[src/rtl/output_pkg.sv]
// Shared definitions for the output matrix register and the output serializer.
package output_pkg;

    localparam int unsigned ELEM_W = 16;
    localparam int unsigned DIM    = 4;
    localparam int unsigned MAT_W  = ELEM_W * DIM * DIM;
    localparam int unsigned IDX_W  = 4;

    localparam logic [IDX_W-1:0] LAST_IDX = IDX_W'(DIM * DIM - 1);

    typedef enum logic {
        IDLE   = 1'b0,
        STREAM = 1'b1
    } state_e;

endpackage

[src/rtl/output_serializer.sv]
// Streams a captured 4x4 matrix out row-major over a valid/ready port.
// Optional one-deep pending matrix buffer: define OUTPUT_SERIALIZER_PENDING_EN.
module output_serializer
    import output_pkg::*;
(
    input  logic                 clk,
    input  logic                 rst,
    input  logic                 load,
    input  logic [MAT_W-1:0]     matrix_in,
    output logic                 out_valid,
    input  logic                 out_ready,
    output logic [ELEM_W-1:0]    out_data,
    output logic [1:0]           out_row,
    output logic [1:0]           out_col,
    output logic                 out_last,
    output logic                 busy,
    output logic                 done,
    output logic                 overrun
);

    state_e             state_q, state_d;
    logic [IDX_W-1:0]   idx_q, idx_d;
    logic [MAT_W-1:0]   shadow_q, shadow_d;
    logic               done_q, done_d;
    logic               overrun_q, overrun_d;
    logic               xfer, last_xfer;
`ifdef OUTPUT_SERIALIZER_PENDING_EN
    logic [MAT_W-1:0]   pend_q, pend_d;
    logic               pend_vld_q, pend_vld_d;
`endif

    assign xfer      = (state_q == STREAM) && out_ready;
    assign last_xfer = xfer && (idx_q == LAST_IDX);

    always_comb begin
        state_d   = state_q;
        idx_d     = idx_q;
        shadow_d  = shadow_q;
        overrun_d = overrun_q;
        done_d    = last_xfer;
`ifdef OUTPUT_SERIALIZER_PENDING_EN
        pend_d     = pend_q;
        pend_vld_d = pend_vld_q;
`endif
        unique case (state_q)
            IDLE: begin
                if (load) begin
                    shadow_d = matrix_in;
                    idx_d    = '0;
                    state_d  = STREAM;
                end
            end
            STREAM: begin
                if (last_xfer) begin
                    idx_d = '0;
`ifdef OUTPUT_SERIALIZER_PENDING_EN
                    // Older pending matrix goes first; a coincident load refills pending.
                    if (pend_vld_q) begin
                        shadow_d = pend_q;
                        if (load) pend_d = matrix_in;
                        else      pend_vld_d = 1'b0;
                    end else if (load) begin
                        shadow_d = matrix_in;
                    end else begin
                        state_d = IDLE;
                    end
`else
                    if (load) shadow_d = matrix_in;
                    else      state_d  = IDLE;
`endif
                end else begin
                    if (xfer) idx_d = idx_q + 1'b1;
                    if (load) begin
`ifdef OUTPUT_SERIALIZER_PENDING_EN
                        if (!pend_vld_q) begin
                            pend_d     = matrix_in;
                            pend_vld_d = 1'b1;
                        end else begin
                            overrun_d = 1'b1;
                        end
`else
                        overrun_d = 1'b1;
`endif
                    end
                end
            end
            default: state_d = IDLE;
        endcase
    end

    always_ff @(posedge clk or posedge rst) begin
        if (rst) begin
            state_q   <= IDLE;
            idx_q     <= '0;
            shadow_q  <= '0;
            done_q    <= 1'b0;
            overrun_q <= 1'b0;
        end else begin
            state_q   <= state_d;
            idx_q     <= idx_d;
            shadow_q  <= shadow_d;
            done_q    <= done_d;
            overrun_q <= overrun_d;
        end
    end

`ifdef OUTPUT_SERIALIZER_PENDING_EN
    always_ff @(posedge clk or posedge rst) begin
        if (rst) begin
            pend_q     <= '0;
            pend_vld_q <= 1'b0;
        end else begin
            pend_q     <= pend_d;
            pend_vld_q <= pend_vld_d;
        end
    end
`endif

    assign busy      = (state_q == STREAM);
    assign out_valid = busy;
    assign out_data  = busy ? shadow_q[idx_q*ELEM_W +: ELEM_W] : '0;
    assign out_row   = busy ? idx_q[3:2] : '0;
    assign out_col   = busy ? idx_q[1:0] : '0;
    assign out_last  = busy && (idx_q == LAST_IDX);
    assign done      = done_q;
    assign overrun   = overrun_q;

endmodule

[config.mk]
export PLATFORM = sky130hd
export DESIGN_NAME = output_serializer
export DESIGN_NICKNAME = d
export VERILOG_FILES = /design/src/rtl/output_pkg.sv /design/src/rtl/output_serializer.sv
export SDC_FILE = /design/constraint.sdc
export NUM_CORES = 1
export LEC_CHECK = 0
export BUFFER_PORTS_ARGS = -buffer_cell sky130_fd_sc_hd__clkbuf_2
export CORE_AREA = 2 2 185 187
export DETAILED_ROUTE_END_ITERATION = 8
export DIE_AREA = 0 0 187 189
export PLACE_DENSITY = 0.66
export SKIP_CTS_REPAIR_TIMING = 1
export SYNTH_ARGS = -nofsm -noshare
export SYNTH_HDL_FRONTEND = slang
export SYNTH_SLANG_ARGS = --single-unit
[constraint.sdc]
create_clock -name clk -period 7.81 [get_ports clk]
set_input_delay 0.781 -clock clk [delete_from_list [all_inputs] [get_ports clk]]
set_output_delay 0.781 -clock clk [all_outputs]
set_load 0.005 [all_outputs]
==> summary.txt, run 1 <==
Status - finished clean
Cts bufs inserted - 29
Ys Warns - 0
Core area - 33300 um^2
Synth Area per Inst - 17.5 um^2
Vias - 7385
EDFF count, synth - 0
Worst Path Required - 7.03 ns
Critical path data arrival time - 3.21 ns
Pre-antenna DRT Iters - 4
Final Hold Viols - 0
Synthesized flop and latch total - 263
Initial core utilization - 0.398
Clock Latency Late Sink - 0.55 ns
DRT Wirelength - 31900 um
Post-DP HPWL - 22300 um
CP Launch Type - flop
Final cycle utilization of the critical path - 0.511
Clock transition at the registers of the reported paths - 0.06 ns
Slew headroom - 0.302
Synth Instances - 758
Cell with the most instances after synthesis - dfrtp_1
Residual DRC count - 0
# rows - 67
FFs w/ async S/R, synth - 1.00
WL met1 - 14300 um
IR drop worst, VDD - 0.214 mV
Post-Syn Area - 13200 um^2
Setup Crit Path Kind - flop to output pin
H-tree level count - 1
GPL Wtd Cong - 0.760
Vias in the first global route - 8084
Max-cap viol count - 0
# port buffers - 284
Pwr Density - 424 nW/um^2
Share of the synthesized area in the top cell type - 0.497
Area contributors post-synth - dfrtp_1 (50%), mux2_4 (27%), mux4_2 (8.8%)
Commonest cells post-synth - dfrtp_1 (263), mux2_4 (240), mux4_2 (52)
Die Wd - 187 um
Fin nets - 1287
Worst slew pin tran - 1.05 ns
Placed instance area - 14600 um^2
Area leader, netlist - dfrtp_1
Pleak - 7.35 nW
I/O Pins - 285
Largest net degree at the start of global routing - 183
Pins Over Slew Limit - 0
Post-layout util - 0.468
Die area - 35300 um^2
Ys flop type - dfrtp_1
Routed Antenna Nets - 0
Setup_tns - 0 ns
First-pass GRT wire length - 49400 um
Share of cells above drive strength 1 - 0.622
Setup Skew - 0.00670 ns
Post-Syn Nets - 1019
Finished Cell Area - 15600 um^2
Count of cell types in the netlist - 42
Nature of the critical path endpoint - output pin
Seq/Total Area, Yosys - 0.497
Final setup fails - 0
Clock Tree Buf Depth - 3
Die Ht - 189 um
WL met2 - 14800 um
Clock Tree Root - clkbuf_16
Via/cell ratio - 4.94
DR WL/cell - 21.3 um
Hold Slack - 0.455 ns
CTS sink count - 263
Grt ovf - 0
Gr usage total - 0.182
Hold WC Path Type - input port to flop
Min cycle time layout - 3.99 ns
Layout area overhead - 17.7%
Unrepaired setup endpoints after global routing - no
DR top layer - met5
Fmax - 250 MHz
Fill cell count - 2949
Met3 wire len - 2040 um
Drt first-iter violations - 371
Initial antenna violation count - 4
CTS tree - done
Crit-path max FO - 31
-- worst max-delay path, cell delays in order (launching register included) --
cell,delay (ns)
dfrtp_4,0.76
buf_4,0.61
mux4_2,0.65
mux2i_1,0.25
o22ai_1,0.18
clkbuf_2,0.15
-- where the power goes --
part	internal [W]	leakage (nW)	switching (W)
sequential	0.00203	3.20	0.000449
clock	0.000874	0.477	0.000556
combinational	0.00168	3.68	0.00102
-- layout by cell type (no fill, tap or decap), types with 2 or more instances in the layout --
cell type	synthesis	final
clkbuf_2	0	284
dfrtp_1	263	260
mux2_4	240	240
mux4_2	52	52
mux2i_1	45	45
clkbuf_16	0	29
mux2_2	16	16
nand2_1	16	16
o22ai_1	11	11
a22oi_1	9	9
clkbuf_1	8	9
buf_4	8	6
and2_1	5	5
a21oi_1	5	5
o21ai_0	5	5
bufinv_16	0	5
nor2b_1	3	3
o2111ai_1	3	3
a311oi_1	3	3
clkinv_2	0	3
clkbuf_8	0	3
o211ai_1	2	2
a211oi_1	2	2
nand3_1	2	2
clkinvlp_4	0	2
nor3b_1	2	2
dfrtp_2	0	2
buf_12	26	2
-- layout make-up --
class	count	area [um^2]	share of cell area
timing repair buffer	292	1510	0.0966
antenna	1	2.50	0.000161
inverter	4	18.8	0.00120
clock buffer	41	801	0.0514
sequential	263	6590	0.423
tap	448	561	0.0360
clock inverter	10	181	0.0116
multi-input combinational	436	5930	0.380
-- kinds of logic after synthesis --
logic type,after synthesis,synth area share
AO/OA/AOI/OAI,44,0.0228
XOR/XNOR,1,0.000662
adder cells (fa/ha/maj),1,0.000945
buffers and inverters,59,0.0551
flip-flops,263,0.497
multiplexers,353,0.408
AND/OR/NAND/NOR,37,0.0153
-- state kept, by name, indices dropped and copies added, names as in the netlist --
signal	count
shadow_q	256
busy	1
idx_q	4
overrun	1
done	1
-- metal layers --
metal	track usage	vias up
met5	0	-
met4	0.0415	6
met3	0.0439	45
met2	0.291	220
met1	0.252	3764
li1	-	3350
-- path summary, 6_finish.rpt --
check	start	to	slack, ns	cells after the start
setup / recovery	idx_q[0]$_DFFE_PP0P_	out_data[10]	3.82	5
hold / removal	matrix_in[217]	shadow_q[217]$_DFFE_PP0P_	0.45	2
setup reg to reg	idx_q[1]$_DFFE_PP0P_	shadow_q[129]$_DFFE_PP0P_	4.01	6
hold reg to reg	overrun$_DFFE_PP0P_	overrun$_DFFE_PP0P_	0.48	1
max in group asynchronous	rst	idx_q[2]$_DFFE_PP0P_	5.48	4
min in group asynchronous	rst	shadow_q[29]$_DFFE_PP0P_	0.48	3
-- stage by stage --
stage          instances  worst slack [ns]  total power (W)
4_1_cts             1494              3.68          0.00671
3_3_place_gp        1443              4.01          0.00518
5_1_grt             1495              3.59          0.00700
3_5_place_dp        1443              3.97          0.00523
6_report            1495              3.82          0.00661
2_1_floorplan        758              3.56          0.00449
(Power assumes the default switching activity.)
==> inputs of run 2 (changes only) <==
--- a/config.mk
+++ b/config.mk
@@ -9,7 +9,7 @@
 export CORE_AREA = 2 2 185 187
 export DETAILED_ROUTE_END_ITERATION = 8
 export DIE_AREA = 0 0 187 189
-export PLACE_DENSITY = 0.66
+export PLACE_DENSITY = 0.63
 export SKIP_CTS_REPAIR_TIMING = 1
 export SYNTH_ARGS = -nofsm -noshare
 export SYNTH_HDL_FRONTEND = slang
==> constraint.sdc (replaced) <==
create_clock -name clk -period 3.9 [get_ports clk]
set_input_delay 0.39 -clock clk [delete_from_list [all_inputs] [get_ports clk]]
set_output_delay 0.39 -clock clk [all_outputs]
set_load 0.005 [all_outputs]
==> summary.txt, run 2 (same netlist as run 1, synthesis figures left out) <==
Core area - 33300 um^2
Min cycle time layout - 3.24 ns
Worst slew pin tran - 0.797 ns
Pre-antenna DRT Iters - 4
Most flops, register - shadow_q
Fin nets - 1301
DR WL/cell - 21.3 um
Fmax - 309 MHz
Vias - 7491
Crit path cell chain - buf_4, mux4_2, a311oi_1, a21oi_1, clkbuf_2
Status - finished clean
CTS tree - done
Final worst slack - 0.661 ns
Worst Path Required - 3.51 ns
First-pass GRT wire length - 49600 um
Final Hold Viols - 0
Commonest non-fill, non-tap cells in the layout - clkbuf_2 (284), dfrtp_1 (260), mux2_4 (240)
Slowest cell delay on critical path - 0.68 ns
Hold Slack - 0.0551 ns
Pwr Density - 844 nW/um^2
Clock Tree Buf Depth - 3
Unrepaired setup endpoints after global routing - no
Most common cell after layout, fill and taps aside - clkbuf_2
Final cycle utilization of the critical path - 0.830
Worst path slowest cell - dfrtp_4
Nature of the critical path endpoint - output pin
Vias in the first global route - 8180
Tot Pwr - 0.0133 W
I/O Pins - 285
Clock Tree Root - clkbuf_16
Top Registers - shadow_q: 256 flops, idx_q: 4 flops
Die area - 35300 um^2
Via/cell ratio - 4.95
Initial core utilization - 0.398
Initial antenna violation count - 1
Worst hold start - matrix_in[58]
# port buffers - 284
Max FFs per register - 256
Setup Crit Path Kind - flop to output pin
Setup_tns - 0 ns
Die Ht - 189 um
IR drop worst, VDD - 0.480 mV
Hold WC Path Type - input port to flop
Slew headroom - 0.467
Residual DRC count - 0
Drt first-iter violations - 256
Fill cell count - 2944
Reg2Reg Launch Point - idx_q[0]$_DFFE_PP0P_
Grt ovf - 0
Layout area overhead - 19.3%
Gr usage total - 0.183
Pleak - 7.46 nW
Clock Latency Late Sink - 0.56 ns
H-tree level count - 1
Routed Antenna Nets - 0
Share of cells above drive strength 1 - 0.632
# rows - 67
GPL Wtd Cong - 0.792
DRT Wirelength - 32300 um
Max-cap viol count - 0
Critical path buffers and inverters - 2
CTS sink count - 263
Crit path max-delay family - flip-flops
Worst setup path start - idx_q[0]$_DFFE_PP0P_
Post-DP HPWL - 23400 um
Setup Skew - 0.0138 ns
CP Launch Type - flop
Crit-path max FO - 26
Pins Over Slew Limit - 0
Final setup fails - 0
Place WS - 1.16 ns
Largest net degree at the start of global routing - 85
Critical path data arrival time - 2.85 ns
Die Wd - 187 um
Clock transition at the registers of the reported paths - 0.06 ns
Cts bufs inserted - 30
-- run 2: per-stage QoR --
stage | cells | util | cell area [um^2]
2_1_floorplan | 758 | - | 13200
3_3_place_gp | 1455 | 0.443 | 14700
3_5_place_dp | 1455 | 0.443 | 14700
4_1_cts | 1511 | 0.474 | 15800
5_1_grt | 1513 | 0.474 | 15800
6_report | 1513 | 0.474 | 15800
-- run 2: worst paths after layout --
check	endpoint	slack, ns	depth (start not counted)
worst max-delay path	out_data[15]	0.66	5
worst min-delay path	shadow_q[58]$_DFFE_PP0P_	0.06	2
worst max register to register	shadow_q[92]$_DFFE_PP0P_	1.22	6
worst min register to register	overrun$_DFFE_PP0P_	0.47	1
max in group asynchronous	idx_q[0]$_DFFE_PP0P_	2.42	4
min in group asynchronous	shadow_q[137]$_DFFE_PP0P_	0.53	3
-- run 2: where the power goes --
part / internal, W / switching [W]
Sequential: 0.00407 / 0.000862
Combinational: 0.00340 / 0.00210
Clock: 0.00175 / 0.00115
Total: 0.00922 / 0.00411
-- run 2: metal layers --
| layer | vias up | track usage | part of all wire |
|---|---|---|---|
| li1 | 3390 | - | - |
| met1 | 3843 | 0.256 | 0.45 |
| met2 | 215 | 0.293 | 0.47 |
| met3 | 43 | 0.0389 | 0.058 |
| met4 | 0 | 0.0461 | 0.022 |
| met5 | - | 0 | 0 |
-- run 2: cell type report --
type | instances | area [um^2] | area share
Sequential cell | 263 | 6590 | 0.417
Multi-Input combinational cell | 436 | 5930 | 0.376
Timing Repair Buffer | 305 | 1660 | 0.105
Clock buffer | 42 | 866 | 0.0548
Tap cell | 448 | 561 | 0.0355
Clock inverter | 14 | 169 | 0.0107
Inverter | 4 | 18.8 | 0.00119
Antenna cell | 1 | 2.50 | 0.000158
-- run 2: worst reg2reg max path: cells and delay by family, from the launching register on --
kind | cells | cell delay, ns
and+or+nand+nor | 3 | 0.67
buffers and inverters | 1 | 0.52
muxes | 1 | 0.41
DFF | 1 | 0.68
adders and majority gates | 1 | 0.28
